**src/rtl/mem_arbiter_if.sv**
```systemverilog
// mem_arbiter_if: CPU, crypto and memory port signals of the shared-memory arbiter.
interface mem_arbiter_if #(parameter int ADDR_W = 32, parameter int DATA_W = 32);
  logic              cpu_req, cpu_we, cpu_done;
  logic [ADDR_W-1:0] cpu_addr;
  logic [DATA_W-1:0] cpu_wdata, cpu_rdata;
  logic              cry_req, cry_we, cry_done;
  logic [ADDR_W-1:0] cry_addr;
  logic [DATA_W-1:0] cry_wdata, cry_rdata;
  logic              mem_req, mem_we, mem_done, owner;
  logic [ADDR_W-1:0] mem_addr;
  logic [DATA_W-1:0] mem_wdata, mem_rdata;
  modport slave (
    input  cpu_req, cpu_we, cpu_addr, cpu_wdata, cry_req, cry_we, cry_addr, cry_wdata, mem_rdata, mem_done,
    output cpu_done, cpu_rdata, cry_done, cry_rdata, mem_req, mem_we, mem_addr, mem_wdata, owner
  );
  modport master (
    output cpu_req, cpu_we, cpu_addr, cpu_wdata, cry_req, cry_we, cry_addr, cry_wdata, mem_rdata, mem_done,
    input  cpu_done, cpu_rdata, cry_done, cry_rdata, mem_req, mem_we, mem_addr, mem_wdata, owner
  );
endinterface

```
**src/rtl/mem_arbiter.sv**
```systemverilog
// mem_arbiter: round-robin arbiter sharing one memory port between the CPU and the crypto engine.
module mem_arbiter #(
  parameter int ADDR_W = 32,
  parameter int DATA_W = 32
) (
  input logic clk,
  input logic rst_n,
  mem_arbiter_if.slave bus
);
  typedef enum logic [1:0] {IDLE, BUSY, RESP} state_t;
  state_t state;
  logic [DATA_W-1:0] rdata;
  logic grant_cry;
  // on a tie the requester that did not own the port last time wins
  assign grant_cry = bus.cry_req & (~bus.cpu_req | ~bus.owner);
  assign bus.cpu_rdata = rdata;
  assign bus.cry_rdata = rdata;
  always_ff @(posedge clk or negedge rst_n) begin
    if (!rst_n) begin
      state         <= IDLE;
      bus.mem_req   <= 1'b0;
      bus.mem_we    <= 1'b0;
      bus.mem_addr  <= '0;
      bus.mem_wdata <= '0;
      rdata         <= '0;
      bus.cpu_done  <= 1'b0;
      bus.cry_done  <= 1'b0;
      bus.owner     <= 1'b1;
    end else begin
      bus.cpu_done <= 1'b0;
      bus.cry_done <= 1'b0;
      case (state)
        IDLE: if (bus.cpu_req | bus.cry_req) begin
          bus.owner     <= grant_cry;
          bus.mem_we    <= grant_cry ? bus.cry_we : bus.cpu_we;
          bus.mem_addr  <= grant_cry ? bus.cry_addr : bus.cpu_addr;
          bus.mem_wdata <= grant_cry ? bus.cry_wdata : bus.cpu_wdata;
          bus.mem_req   <= 1'b1;
          state         <= BUSY;
        end
        BUSY: if (bus.mem_done) begin
          rdata        <= bus.mem_rdata;
          bus.mem_req  <= 1'b0;
          bus.cpu_done <= ~bus.owner;
          bus.cry_done <= bus.owner;
          state        <= RESP;
        end
        RESP: state <= IDLE;
        default: state <= IDLE;
      endcase
    end
  end
endmodule

```
**src/flat_wrapper.sv**
```systemverilog
// flat-port wrapper written by rule: the top's interface ports become plain ports
module mem_arbiter_flat 
#(
  parameter int ADDR_W = 32,
  parameter int DATA_W = 32
)
  (clk, rst_n, bus_cpu_req, bus_cpu_we, bus_cpu_addr, bus_cpu_wdata, bus_cry_req, bus_cry_we, bus_cry_addr, bus_cry_wdata, bus_mem_rdata, bus_mem_done, bus_cpu_done, bus_cpu_rdata, bus_cry_done, bus_cry_rdata, bus_mem_req, bus_mem_we, bus_mem_addr, bus_mem_wdata, bus_owner);
  mem_arbiter_if #(.ADDR_W(ADDR_W), .DATA_W(DATA_W)) bus_i ();
  input logic clk;
  input logic rst_n;
  input wire logic [$bits(bus_i.cpu_req)-1:0] bus_cpu_req;
  input wire logic [$bits(bus_i.cpu_we)-1:0] bus_cpu_we;
  input wire logic [$bits(bus_i.cpu_addr)-1:0] bus_cpu_addr;
  input wire logic [$bits(bus_i.cpu_wdata)-1:0] bus_cpu_wdata;
  input wire logic [$bits(bus_i.cry_req)-1:0] bus_cry_req;
  input wire logic [$bits(bus_i.cry_we)-1:0] bus_cry_we;
  input wire logic [$bits(bus_i.cry_addr)-1:0] bus_cry_addr;
  input wire logic [$bits(bus_i.cry_wdata)-1:0] bus_cry_wdata;
  input wire logic [$bits(bus_i.mem_rdata)-1:0] bus_mem_rdata;
  input wire logic [$bits(bus_i.mem_done)-1:0] bus_mem_done;
  output wire logic [$bits(bus_i.cpu_done)-1:0] bus_cpu_done;
  output wire logic [$bits(bus_i.cpu_rdata)-1:0] bus_cpu_rdata;
  output wire logic [$bits(bus_i.cry_done)-1:0] bus_cry_done;
  output wire logic [$bits(bus_i.cry_rdata)-1:0] bus_cry_rdata;
  output wire logic [$bits(bus_i.mem_req)-1:0] bus_mem_req;
  output wire logic [$bits(bus_i.mem_we)-1:0] bus_mem_we;
  output wire logic [$bits(bus_i.mem_addr)-1:0] bus_mem_addr;
  output wire logic [$bits(bus_i.mem_wdata)-1:0] bus_mem_wdata;
  output wire logic [$bits(bus_i.owner)-1:0] bus_owner;
  assign bus_i.cpu_req = bus_cpu_req;
  assign bus_i.cpu_we = bus_cpu_we;
  assign bus_i.cpu_addr = bus_cpu_addr;
  assign bus_i.cpu_wdata = bus_cpu_wdata;
  assign bus_i.cry_req = bus_cry_req;
  assign bus_i.cry_we = bus_cry_we;
  assign bus_i.cry_addr = bus_cry_addr;
  assign bus_i.cry_wdata = bus_cry_wdata;
  assign bus_i.mem_rdata = bus_mem_rdata;
  assign bus_i.mem_done = bus_mem_done;
  assign bus_cpu_done = bus_i.cpu_done;
  assign bus_cpu_rdata = bus_i.cpu_rdata;
  assign bus_cry_done = bus_i.cry_done;
  assign bus_cry_rdata = bus_i.cry_rdata;
  assign bus_mem_req = bus_i.mem_req;
  assign bus_mem_we = bus_i.mem_we;
  assign bus_mem_addr = bus_i.mem_addr;
  assign bus_mem_wdata = bus_i.mem_wdata;
  assign bus_owner = bus_i.owner;
  mem_arbiter #(.ADDR_W(ADDR_W), .DATA_W(DATA_W)) u_core (.clk(clk), .rst_n(rst_n), .bus(bus_i));
endmodule
```
**config.mk**
```make
export PLATFORM = sky130hd
export DESIGN_NAME = mem_arbiter_flat
export DESIGN_NICKNAME = d
export VERILOG_FILES = /design/src/rtl/mem_arbiter_if.sv /design/src/rtl/mem_arbiter.sv /design/src/flat_wrapper.sv
export SDC_FILE = /design/constraint.sdc
export NUM_CORES = 1
export LEC_CHECK = 0
export ABC_AREA = 1
export BUFFER_PORTS_ARGS = -buffer_cell sky130_fd_sc_hd__buf_4
export CORE_AREA = 2 2 118 120
export CTS_BUF_LIST = sky130_fd_sc_hd__clkbuf_8
export DETAILED_ROUTE_END_ITERATION = 8
export DIE_AREA = 0 0 120 122
export MAX_ROUTING_LAYER = met4
export PLACE_DENSITY = 0.76
export SLEW_MARGIN = 20
export SYNTH_ARGS = -nofsm -noshare
export SYNTH_HDL_FRONTEND = slang
export SYNTH_SLANG_ARGS = --single-unit
```
**constraint.sdc**
```tcl
create_clock -name clk -period 1.7 [get_ports clk]
set_input_delay 0.085 -clock clk [delete_from_list [all_inputs] [get_ports clk]]
set_output_delay 0.085 -clock clk [all_outputs]
set_load 0.03 [all_outputs]
```
==> flow_summary.yaml <==
final_layout:
  layout_commonest_cell: "buf_4"
  syn_to_final_growth_pct: 57.3
  final_nets: 1234
  drive_gt1_share_pct: 31.3
  design_area_sq_um: 8420
  fillCellCount: 1191
  final_cell_mix: "309 x buf_4, 297 x nand2_1, 134 x inv_1"
  final_cell_count_no_fill: 1253
place:
  place_ws_ns: 0.279
  routabilityCongestion: 0.834
  dp_hpwl_um: 11700
  place_inst: 1169
  place_area_sq_um: 7560
  io_buffers: 299
power:
  power_per_cell_area_nw_per_um2: 1780
  switching_share_pct: 50.0
  leakage_uw: 0.00504
  p_seq_share_pct: 29.9
  p_total_uw: 15000
  power.share.clock_pct: 10.2
  peakVddDrop_v: 0.000949
  switching_power_uw: 7500
  cellInternalPower_uw: 7500
  comb_power_share_pct: 59.9
timing:
  fin_setup_tns_ns: 0
  tightest_slew_ns: 0.579
  final_max_slew_viol_count: 0
  finClkSkew_ns: 0.0116
  post-route-period-util_pct: 86.7
  hold_viol: 0
  fin_ws_ns: 0.226
  setup_violations: 0
  rsz0062_at_grt: "false"
  fmax_mhz: 678
  maxSlewHeadroom_pct: 61.4
  period_needed_ns: 1.47
logic_synthesis:
  yosys.cell_types.count: 11
  synth_seq_cells: 103
  syn_inst: 748
  syn_nets: 915
  yosys.area.top_type_share_pct: 47.7
  yosysWarnings: 0
  syn_area_per_cell_sq_um: 7.16
  syn_area_sq_um: 5350
  synth_area_leaders: "dfrtp_1 48%, nand2_1 21%, nand3_1 12%, inv_1 9.4%, buf_4 6.2%"
  seq_area_frac_synth_pct: 48.2
  yosys.area.top_type: "dfrtp_1"
global_route:
  grt_pass1_vias: 5658
  antenna_found_initial: 1
  grt_start_max_net_pins: 104
  grt_pass1_wl_um: 27400
  grt_use_total_pct: 24.2
  overflow: 0
floorplanning:
  fp-row-count: 43
  core_region_area_sq_um: 13500
  die_area_sq_um: 14600
  start_util_pct: 39.6
  fp.dieH_um: 122
  die_x_um: 120
  ioPinCount: 300
detailed_routing:
  routed_wl_um: 17500
  vias_per_cell: 4.61
  vias: 5779
  drc: 0
  wl_per_cell_um: 14.0
  drtPass1Iterations: 4
  drtIter0Drc: 300
  ant_nets: 0
status:
  status: "finished clean"
cts:
  clkLatencyLatePin_ns: 0.37
  clkTransAtPathRegs_ns: 0.11
  cts_tree: "built"
  postCtsHoldBufs: 67
  cts.sinks: 103
  htreeDepth: 3
  cts_root_buf: "clkbuf_8"
  cts_buffers: 9
  cts_buffer_depth: 2
  post-cts-setup-buffer-count: 0
  post_cts_resized: 0
worst_setup_path:
  required_ns: 2.01
  crit_path_start_kind: "flop"
  worstPathArrival_ns: 1.78
  path_class: "flop to flop"
  cp-end-kind: "flop"
  cp_max_fo: 16
run:
  cap_violations: 0
worst_hold_path:
  hp-class: "primary input to flop"
## path summary, 6_finish.rpt
| path | slack, ns | cells after the start | to | from |
|---|---|---|---|---|
| max in group asynchronous | 0.94 | 3 | u_core.bus.mem_addr[17]$_DFFE_PN0P_ | rst_n |
| min in group asynchronous | 0.29 | 3 | u_core.bus.mem_wdata[20]$_DFFE_PN0P_ | rst_n |
| worst max-delay path | 0.23 | 6 | u_core.bus.cpu_rdata[22]$_DFFE_PN0P_ | u_core.state[1]$_DFFE_PN0P_ |
| worst min-delay path | 0.01 | 5 | u_core.bus.mem_wdata[4]$_DFFE_PN0P_ | bus_cpu_wdata[4] |
| worst max register to register | 0.23 | 6 | u_core.bus.cpu_rdata[22]$_DFFE_PN0P_ | u_core.state[1]$_DFFE_PN0P_ |
| worst min register to register | 0.48 | 2 | u_core.bus.mem_wdata[8]$_DFFE_PN0P_ | u_core.bus.mem_wdata[8]$_DFFE_PN0P_ |
## power by group through the flow
stage               Clock, uW  Sequential, uW  Combinational, uW
floorplan                   0            6690               3490
global placement            0            4470               8770
detailed placement          0            4480               8890
CTS                      1560            4460               9020
global route             1650            4630               9600
finish                   1530            4480               8990
## per-layer routing
layer,global-route usage [%],routed length [um]
met1,28.1,7230
met2,42.5,8880
met3,2.86,887
met4,10.0,550
met5,-,0
## cell usage after synthesis (all sizes together)
master,count
nand2,299
o21ai,3
dfstp,1
dfrtp,102
clkbuf,14
nor2,6
nand3,130
buf,59
inv,134
## flip-flops by register name, indices dropped and copies added, names as in the netlist
name	flops
u_core.state	2
u_core.bus.mem_we	1
u_core.bus.cry_done	1
u_core.bus.cpu_rdata	32
u_core.bus.cpu_done	1
u_core.bus.mem_addr	32
u_core.bus.mem_req	1
u_core.bus.owner	1
u_core.bus.mem_wdata	32
## through the flow
stage               hold slack (ns)  utilization, %
floorplan                    -0.211               -
global placement              0.201            56.0
detailed placement            0.202            56.0
CTS                        0.000785            62.4
global route                 0.0142            62.4
finish                       0.0126            62.4
## cell type report
| type | count | area (sq um) | share of cell area (%) |
|---|---|---|---|
| multi-input cells | 438 | 1830 | 21.8 |
| inverters | 134 | 503 | 5.97 |
| well taps | 180 | 225 | 2.67 |
| repair buffers | 381 | 3090 | 36.7 |
| flip-flops and latches | 103 | 2580 | 30.6 |
| clock inverters | 5 | 38.8 | 0.460 |
| diodes | 1 | 2.50 | 0.0297 |
| clock buffers | 11 | 151 | 1.80 |
## cells by family (layout without fill, tap and decap cells)
logic type             Yosys count  in the layout  share of synthesized area (%)
other                            0              1                              0
AO/OA/AOI/OAI                    3              3                          0.351
flip-flops                     103            103                           48.2
AND/OR/NAND/NOR                435            435                           33.5
buffers and inverters          207            531                           17.9
## critical path, cell delays in order, from the launching register on
cell and delay, ns:
dfrtp_1 0.41, nor2_1 0.17, nand2_1 0.27, inv_1 0.15, buf_4 0.22, nand2_1 0.09
nand2_1 0.09
Power figures use the tool's default switching activity.
